===== config.mk =====
export PLATFORM = sky130hd
export DESIGN_NAME = ram_bist8x64k
export DESIGN_NICKNAME = d
export VERILOG_FILES = /design/src/rtl/ram_bist8x64k.sv
export SDC_FILE = /design/constraint.sdc
export NUM_CORES = 1
export LEC_CHECK = 0
export ABC_AREA = 1
export ABC_CLOCK_PERIOD_IN_PS = 2100
export CELL_PAD_IN_SITES_DETAIL_PLACEMENT = 1
export CELL_PAD_IN_SITES_GLOBAL_PLACEMENT = 2
export CORE_MARGIN = 2
export CORE_UTILIZATION = 31
export DETAILED_ROUTE_END_ITERATION = 8
export PLACE_DENSITY_LB_ADDON = 0.1
export SLEW_MARGIN = 10
export SYNTH_ARGS = -nofsm -noshare
export SYNTH_HDL_FRONTEND = slang
export SYNTH_SLANG_ARGS = --single-unit
export TNS_END_PERCENT = 1

===== constraint.sdc =====
create_clock -name clk -period 2.1 [get_ports clk]
set_input_delay 0.315 -clock clk [delete_from_list [all_inputs] [get_ports clk]]
set_output_delay 0.315 -clock clk [all_outputs]
set_load 0.1 [all_outputs]

===== src/rtl/ram_bist8x64k.sv =====
// ram_bist8x64k: fill-and-verify engine for the 64K x 8 RAM.
// Writes a pattern over an inclusive, wrapping address window, reads it back
// through a two-stage compare pipeline and reports pass/fail with first-error info.
module ram_bist8x64k #(
    parameter int ADDR_W = 16,
    parameter int DATA_W = 8
) (
    input  logic              clk,
    input  logic              rst_n,
    input  logic              start,
    input  logic              abort,
    input  logic [ADDR_W-1:0] base_addr,
    input  logic [ADDR_W-1:0] last_addr,
    input  logic [1:0]        pattern_sel,
    input  logic [DATA_W-1:0] fill_value,
    output logic              ram_we,
    output logic [ADDR_W-1:0] ram_addr,
    output logic [DATA_W-1:0] ram_din,
    input  logic [DATA_W-1:0] ram_dout,
    output logic              busy,
    output logic              done,
    output logic              pass,
    output logic [15:0]       err_count,
    output logic [ADDR_W-1:0] first_err_addr,
    output logic [DATA_W-1:0] first_err_data,
    output logic [DATA_W-1:0] first_exp_data
);

    typedef enum logic [2:0] {IDLE, WRITE, READ, DRAIN, DONE} state_t;

    state_t state, state_next;

    logic [ADDR_W-1:0] base_q, last_q, addr_q, addr_inc;
    logic [1:0]        sel_q;
    logic [DATA_W-1:0] fill_q, exp_q;
    logic              cmp_v;
    logic              launch, kill;
    logic              mismatch;
    logic [15:0]       err_count_upd;

    // Pattern generator; only the low address byte matters for every pattern.
    function automatic logic [7:0] pattern_of(input logic [1:0] sel,
                                              input logic [7:0] fill,
                                              input logic [7:0] addr_lo);
        case (sel)
            2'd0:    pattern_of = fill;
            2'd1:    pattern_of = addr_lo;
            2'd2:    pattern_of = addr_lo[0] ? 8'hAA : 8'h55;
            default: pattern_of = ~addr_lo;
        endcase
    endfunction

    assign addr_inc      = ram_addr + 1'b1;
    assign mismatch      = cmp_v && (ram_dout != exp_q);
    assign err_count_upd = (mismatch && (err_count != 16'hFFFF)) ? err_count + 16'd1 : err_count;

    // State register with asynchronous return to IDLE.
    always_ff @(posedge clk or negedge rst_n) begin
        if (!rst_n) state <= IDLE;
        else        state <= state_next;
    end

    // Next state: address equality ends each phase; abort beats start while busy.
    always_comb begin
        state_next = state;
        launch     = 1'b0;
        kill       = 1'b0;
        case (state)
            IDLE, DONE: begin
                if (start) begin
                    launch     = 1'b1;
                    state_next = WRITE;
                end
            end
            WRITE: begin
                if (abort) begin
                    kill       = 1'b1;
                    state_next = IDLE;
                end else if (ram_addr == last_q) begin
                    state_next = READ;
                end
            end
            READ: begin
                if (abort) begin
                    kill       = 1'b1;
                    state_next = IDLE;
                end else if (ram_addr == last_q) begin
                    state_next = DRAIN;
                end
            end
            DRAIN: begin
                if (abort) begin
                    kill       = 1'b1;
                    state_next = IDLE;
                end else begin
                    state_next = DONE;
                end
            end
            default: state_next = IDLE;
        endcase
    end

    // Datapath: config latch, RAM port drive, compare pipeline and result registers.
    always_ff @(posedge clk or negedge rst_n) begin
        if (!rst_n) begin
            base_q         <= '0;
            last_q         <= '0;
            sel_q          <= '0;
            fill_q         <= '0;
            exp_q          <= '0;
            addr_q         <= '0;
            cmp_v          <= 1'b0;
            ram_we         <= 1'b0;
            ram_addr       <= '0;
            ram_din        <= '0;
            busy           <= 1'b0;
            done           <= 1'b0;
            pass           <= 1'b0;
            err_count      <= '0;
            first_err_addr <= '0;
            first_err_data <= '0;
            first_exp_data <= '0;
        end else if (launch) begin
            base_q         <= base_addr;
            last_q         <= last_addr;
            sel_q          <= pattern_sel;
            fill_q         <= fill_value;
            cmp_v          <= 1'b0;
            busy           <= 1'b1;
            done           <= 1'b0;
            pass           <= 1'b0;
            err_count      <= '0;
            first_err_addr <= '0;
            first_err_data <= '0;
            first_exp_data <= '0;
            ram_we         <= 1'b1;
            ram_addr       <= base_addr;
            ram_din        <= pattern_of(pattern_sel, fill_value, base_addr[7:0]);
        end else if (kill) begin
            ram_we <= 1'b0;
            busy   <= 1'b0;
            done   <= 1'b0;
            cmp_v  <= 1'b0;
        end else begin
            if (mismatch) begin
                err_count <= err_count_upd;
                if (err_count == 16'd0) begin
                    first_err_addr <= addr_q;
                    first_err_data <= ram_dout;
                    first_exp_data <= exp_q;
                end
            end
            case (state)
                WRITE: begin
                    if (ram_addr == last_q) begin
                        ram_we   <= 1'b0;
                        ram_addr <= base_q;
                    end else begin
                        ram_addr <= addr_inc;
                        ram_din  <= pattern_of(sel_q, fill_q, addr_inc[7:0]);
                    end
                end
                READ: begin
                    exp_q  <= pattern_of(sel_q, fill_q, ram_addr[7:0]);
                    addr_q <= ram_addr;
                    cmp_v  <= 1'b1;
                    if (ram_addr != last_q) ram_addr <= addr_inc;
                end
                DRAIN: begin
                    cmp_v <= 1'b0;
                    busy  <= 1'b0;
                    done  <= 1'b1;
                    pass  <= (err_count_upd == 16'd0);
                end
                default: cmp_v <= 1'b0;
            endcase
        end
    end

endmodule


-- Yosys cells after proc, flatten, opt, wreduce, memory -nomap -nowiden
Cells that the tools add are included.
- bits in latches: 0
- input bits: 54
- memories: 0
- ROM bits: 0
- bits in writable memories: 0
- bits in registers: 146
- logic and storage cells: 127
- multiply operators: 0
- order comparisons: 0
- bitwise logic cells: 5
- equality and inequality tests: 19
- shifts and indexed selects: 0
- reductions and logical operators: 25
- div/mod/pow operators: 0
- mux-type cells: 58
- add/sub/neg operators: 2
- operators with widths (kind ; number):
    two-way mux 16 bit ; 12
    two-way mux 8 bit ; 15
    one-hot mux 8 bit (3 select lines) ; 3
    adder 16 x 1 -> 16 bit, second input constant ; 2
    zero test 16 bit ; 2
    one-hot mux 16 bit (2 select lines) ; 1
    NOT 8 bit ; 3
    two-way mux 1 bit ; 19
    two-way mux 3 bit ; 6
    equality test 16 bit ; 1
    inequality test 16 bit ; 1
    inequality test 16 bit, second input constant ; 1
    AND reduction 3 bit ; 5
    inequality test 3 bit, second input constant ; 4
    one-hot mux 3 bit (4 select lines) ; 1
    nonzero test 3 bit ; 4
    inequality test 8 bit ; 1
    nonzero test 2 bit ; 4
    equality test 3 x 2 -> 1 bit, second input constant ; 2
    inequality test 2 bit, second input constant ; 3
    AND reduction 2 bit ; 3
    equality test 2 x 1 -> 1 bit, second input constant ; 2
    equality test 2 bit, second input constant ; 2
    zero test 2 bit ; 2
    8 further kinds ; 10

-- Logic depth before layout (Yosys ltp)
- word-level depth: 8
- mapped depth: 15
- depth with buffers taken out: 15

-- Worst setup path after synthesis
Ideal clock, no wire load.
- kind: register -> register
- start point: register err_count[0]
- end point: register pass
- stages on the path, launching flop included: 15
- buffers on the path: 1
- arrival time: 2433 ps
- slack: -453 ps
- path through: dfrtp_1 ha_1 nand2_2 nor2_4 nand2_1 inv_2 nand3_2 nand3_4 buf_6 nand2_1 o21a_1 nand3_1 nor2_1 nand2_1 nand2_1
- word-level cells in the longest chain between the ends: 7
- ends and longest elaborated chain (element ; line ; RTL):
    from (decl) ; 23 ; output logic [15:0] err_count,
    from (signal assigned) ; 146 ; err_count <= err_count_upd;
    parallel branches: the longest is 2 deep, another holds adder 16 x 1 -> 16 bit ; -- ;
    two-way mux 16 bit (*) ; 55 ; assign err_count_upd = (mismatch && (err_count != 16'hFFFF)) ? err_count + 16'd1 : err_count;
    zero test 16 bit (*) ; 173 ; pass <= (err_count_upd == 16'd0);
    two-way mux 1 bit (*) ; 153 ; case (state)
    two-way mux 1 bit (*) ; 139 ; end else if (kill) begin
    two-way mux 1 bit (*) ; 123 ; end else if (launch) begin
    to (signal assigned) ; 173 ;
    to (decl) ; 22 ; output logic pass,
Every way passes the cells marked *. The select of a mux whose other input is x is not followed.
A chain may end at the register's enable or synchronous reset.

-- Worst setup path in the final report
Ends and elaborated chain as after synthesis.

==> summary.md <==
| Metric | Value |
|---|---|
| Post-DP HPWL | 21300 um |
| Gpl congestion | 0.848 |
| Cell mode on critical path | nand2_1 |
| Achievable frequency | 509 MHz |
| Mapped Area | approximately 8000 um^2 |
| Final hold slack | roughly 0.40 ns |
| Power per cell area | 1740 nW/um^2 |
| Clock latency on the worst-skew pair | 0.44 ns |
| Hold Crit Class | in2async |
| Crit path max-delay family | simple AND/OR/NAND/NOR gates |
| Row count | 58 |
| Vias post-DR | slightly below 8000 |
| Outcome | completed |
| Share of layout cells above drive strength 1 | a little under a quarter |
| Antenna Cells | 0 |
| Complex-gate fraction of the synthesized area | 13.4% |
| Final hold vios | 0 |
| Total congestion overflow | 0 |
| Num ports | 130 |
| Clk Tree Root Cell | clkbuf_16 |
| Crit Path Category | reg2reg |
| Initial core utilization | 31.6% |
| Cell Area, Placed | 10000 um^2 |
| Ratio of final minimum period to clock period | between 90% and 100% |
| H-tree levels | 4 |
| Multiplexer share of the synthesized area | 0% |
| Antenna-violating nets left | 0 |
| Synth-to-layout area growth | 35.2% |
| Sequential cell area fraction in the yosys report | 45.7% |
| Synth area leader | dfrtp_1 |
| Maximum VDD drop | 1.23 mV |
| Via density | 4.92 |
| Most used flip-flop cell after synthesis | dfrtp_1 |
| Slowest stage cell, crit path | dfrtp_4 |
| Clock transition at path regs | 0.07 ns |
| Final Total Pwr | around 19 mW |
| Top cells by area, synth | dfrtp_1 (46%), nand2_1 (14%), o21ai_0 (5.8%) |
| DR iter-0 viols | 377 |
| Crit-path cells | ha_2 -> nand2_2 -> nor2_4 -> nand2_2 -> inv_2 -> nand3_2 -> nand3_4 -> buf_12 -> inv_4 -> nand2_1 -> nand2_1 -> nor2_2 -> nand2_1 -> nor2_1 -> nand2_1 -> nand2_1 |
| Die Area | 27100 um^2 |
| Synth cell count leaders | nand2_1 (308), dfrtp_1 (146), o21ai_0 (93) |
| CTS sink count | 146 |
| Clk_skew | ~0.015 ns |
| Simple-Gate Fraction of Synth Area | about 28% |
| Max_slew headroom | approximately 44% |
| Largest net degree at the start of global routing | 51 |
| Critical Path Start Type | register |
| Setup TNS | 0 ns |
| Max Cap Viol | 0 |
| Total CTS buffers | 17 |
| DR pass1 iterations | 4 |
| Fraction of registers with async set/reset | 100% |
| RSZ-0062 raised after global routing | yes |
| Clock buffer depth | 2 |
| Die W | 165 um |
| Largest family of logic cells by synthesized area | simple AND/OR/NAND/NOR gates |
| Worst path bufs/invs | 3 |
| Worst Path Arrival | 2.33 ns |
| Port bufs | 129 |
| Yosys cell types | 45 |
| Synth Area in Adders | less than 1% |
| Leakage | approximately 5.2 nW |
| Final Critical Period | 1.96 ns |
| Vias in the first global route | 7861 |
| TritonCTS clock tree | built |
| Average size of a mapped cell | 7.70 um^2 |
| Most common cell in the netlist | nand2_1 |
| Die extent in y | 165 um |
| Synth Register Bits | 146 |
| First-pass GRT wire length | 44900 um |
| # setup viols final | 0 |
| Slew Limit Fails | 0 |
| Net count, final | 1288 |
| Post-synth EDFFs | 0 |
| Post-DR wirelength/cell | 18.0 um |
| Post-synth net total | 1095 |
| Initial antenna violation count | 0 |
| Final instance area | ~11000 um^2 |
| Routed wire length | 28400 um |
| Worst slew pin tran | 0.837 ns |
| CP max stage delay | 0.42 ns |
| CP endpoint kind | register |
| Yosys Warn Count | 0 |
| Synth top area share | 45.7% |
| Post-synthesis xor/xnor area fraction | 3.62% |
| Residual DRC count | 0 |
| CORE AREA | 25300 um^2 |
| Final Core Density | between 40% and 50% |
| Crit-path max FO | 11 |
| Critical Path RT | 2.47 ns |
| Synth Instances | 1038 |
| GRT Total Usage | 21.5% |
[area by class of cell]
cell class	count	area [um^2]
Inverter	107	409
Tap cell	330	413
Clock buffer	17	425
Timing Repair Buffer	223	1940
Clock inverter	15	214
Multi-Input combinational cell	736	3700
Sequential cell	146	3700
Fill cell	3091	14500
[stage by stage]
| step | setup slack (ns) | instances |
|---|---|---|
| global placement | -0.213 | 1533 |
| global route | -0.0157 | 1574 |
| finish | 0.137 | 1574 |
| CTS | 0.00563 | 1566 |
| detailed placement | -0.203 | 1533 |
| floorplan | -0.0624 | 1038 |
[worst paths after layout]
| path | startpoint | depth (start not counted) | end | slack [ns] |
|---|---|---|---|---|
| min in group clk | last_addr[12] | 3 | last_q[12] | 0.42 |
| setup / recovery | err_count[0] | 16 | pass | 0.14 |
| setup reg to reg | err_count[0] | 16 | pass | 0.14 |
| max in group asynchronous | rst_n | 3 | err_count[7] | 1.08 |
| hold / removal | rst_n | 2 | err_count[10] | 0.40 |
| hold reg to reg | fill_q[7] | 2 | fill_q[7] | 0.49 |
[cell families (layout without fill, tap and decap cells)]
| group | after synthesis | in the layout |
|---|---|---|
| and+or+nand+nor | 513 | 513 |
| AOI/OAI and AO/OA | 187 | 187 |
| buffers and inverters | 156 | 362 |
| DFF | 146 | 146 |
| xor gates and xnor gates | 33 | 33 |
| adders and majority gates | 3 | 3 |
[where the power goes]
| group | leakage [nW] | internal [mW] | switching, mW |
|---|---|---|---|
| logic | 3.13 | 2.88 | 7.63 |
| clock network | 0.305 | 1.84 | 1.48 |
| registers | 1.79 | 4.01 | 0.949 |
| total | 5.23 | 8.73 | 10.1 |
[metal layers]
layer / global-route usage [%] / share of wire (%) / vias to the layer above
li1: - / - / 3769
met1: 30.9 / 49 / 3820
met2: 34.3 / 47 / 130
met3: 2.79 / 3.1 / 22
met4: 5.06 / 1.1 / 0
met5: 0 / 0 / -
[sequential cells by signal, indices dropped and copies added (netlist names), 2 cells and up]
register        count
err_count          16
first_err_addr     16
last_q             16
first_exp_data      8
ram_addr           16
addr_q             16
ram_din             8
exp_q               8
first_err_data      8
fill_q              8
state               3
base_q             16
sel_q               2
[placed cells by master, fill, tap and decap left out, drive strengths merged, types with 2 or more instances in the layout]
cell and count:
a211oi 2, a21oi 54, a221oi 2, a31oi 5
buf 169, bufinv 2, clkbuf 18, clkdlybuf4s50 52
clkinv 4, clkinvlp 2, dfrtp 146, ha 3
inv 114, nand2 315, nand3 85, nand4 20
nor2 79, nor3 10, nor4 3, o2111ai 7
o211ai 10, o21ai 95, o21bai 2, o22ai 5
o31ai 2, xnor2 16, xor2 17
[worst reg2reg max path, cell delays in order, from the launching register on]
cell     delay [ns]
dfrtp_4        0.42
ha_2           0.19
nand2_2        0.07
nor2_4         0.11
nand2_2        0.07
inv_2          0.06
nand3_2        0.09
nand3_4        0.12
buf_12         0.14
inv_4          0.05
nand2_1        0.05
nand2_1        0.07
nor2_2         0.17
nand2_1        0.07
nor2_1         0.10
nand2_1        0.06
nand2_1        0.05
[timing repair]
action | CTS | global route
hold endpoints to repair | 42 | 0
setup endpoints to repair | 1 | 38
hold buffers | 1 | 0
setup buffers | 0 | 7
pin swaps | 0 | 5
gates cloned | 0 | 1
gates resized for setup | 2 | 11
(Power assumes the default switching activity.)
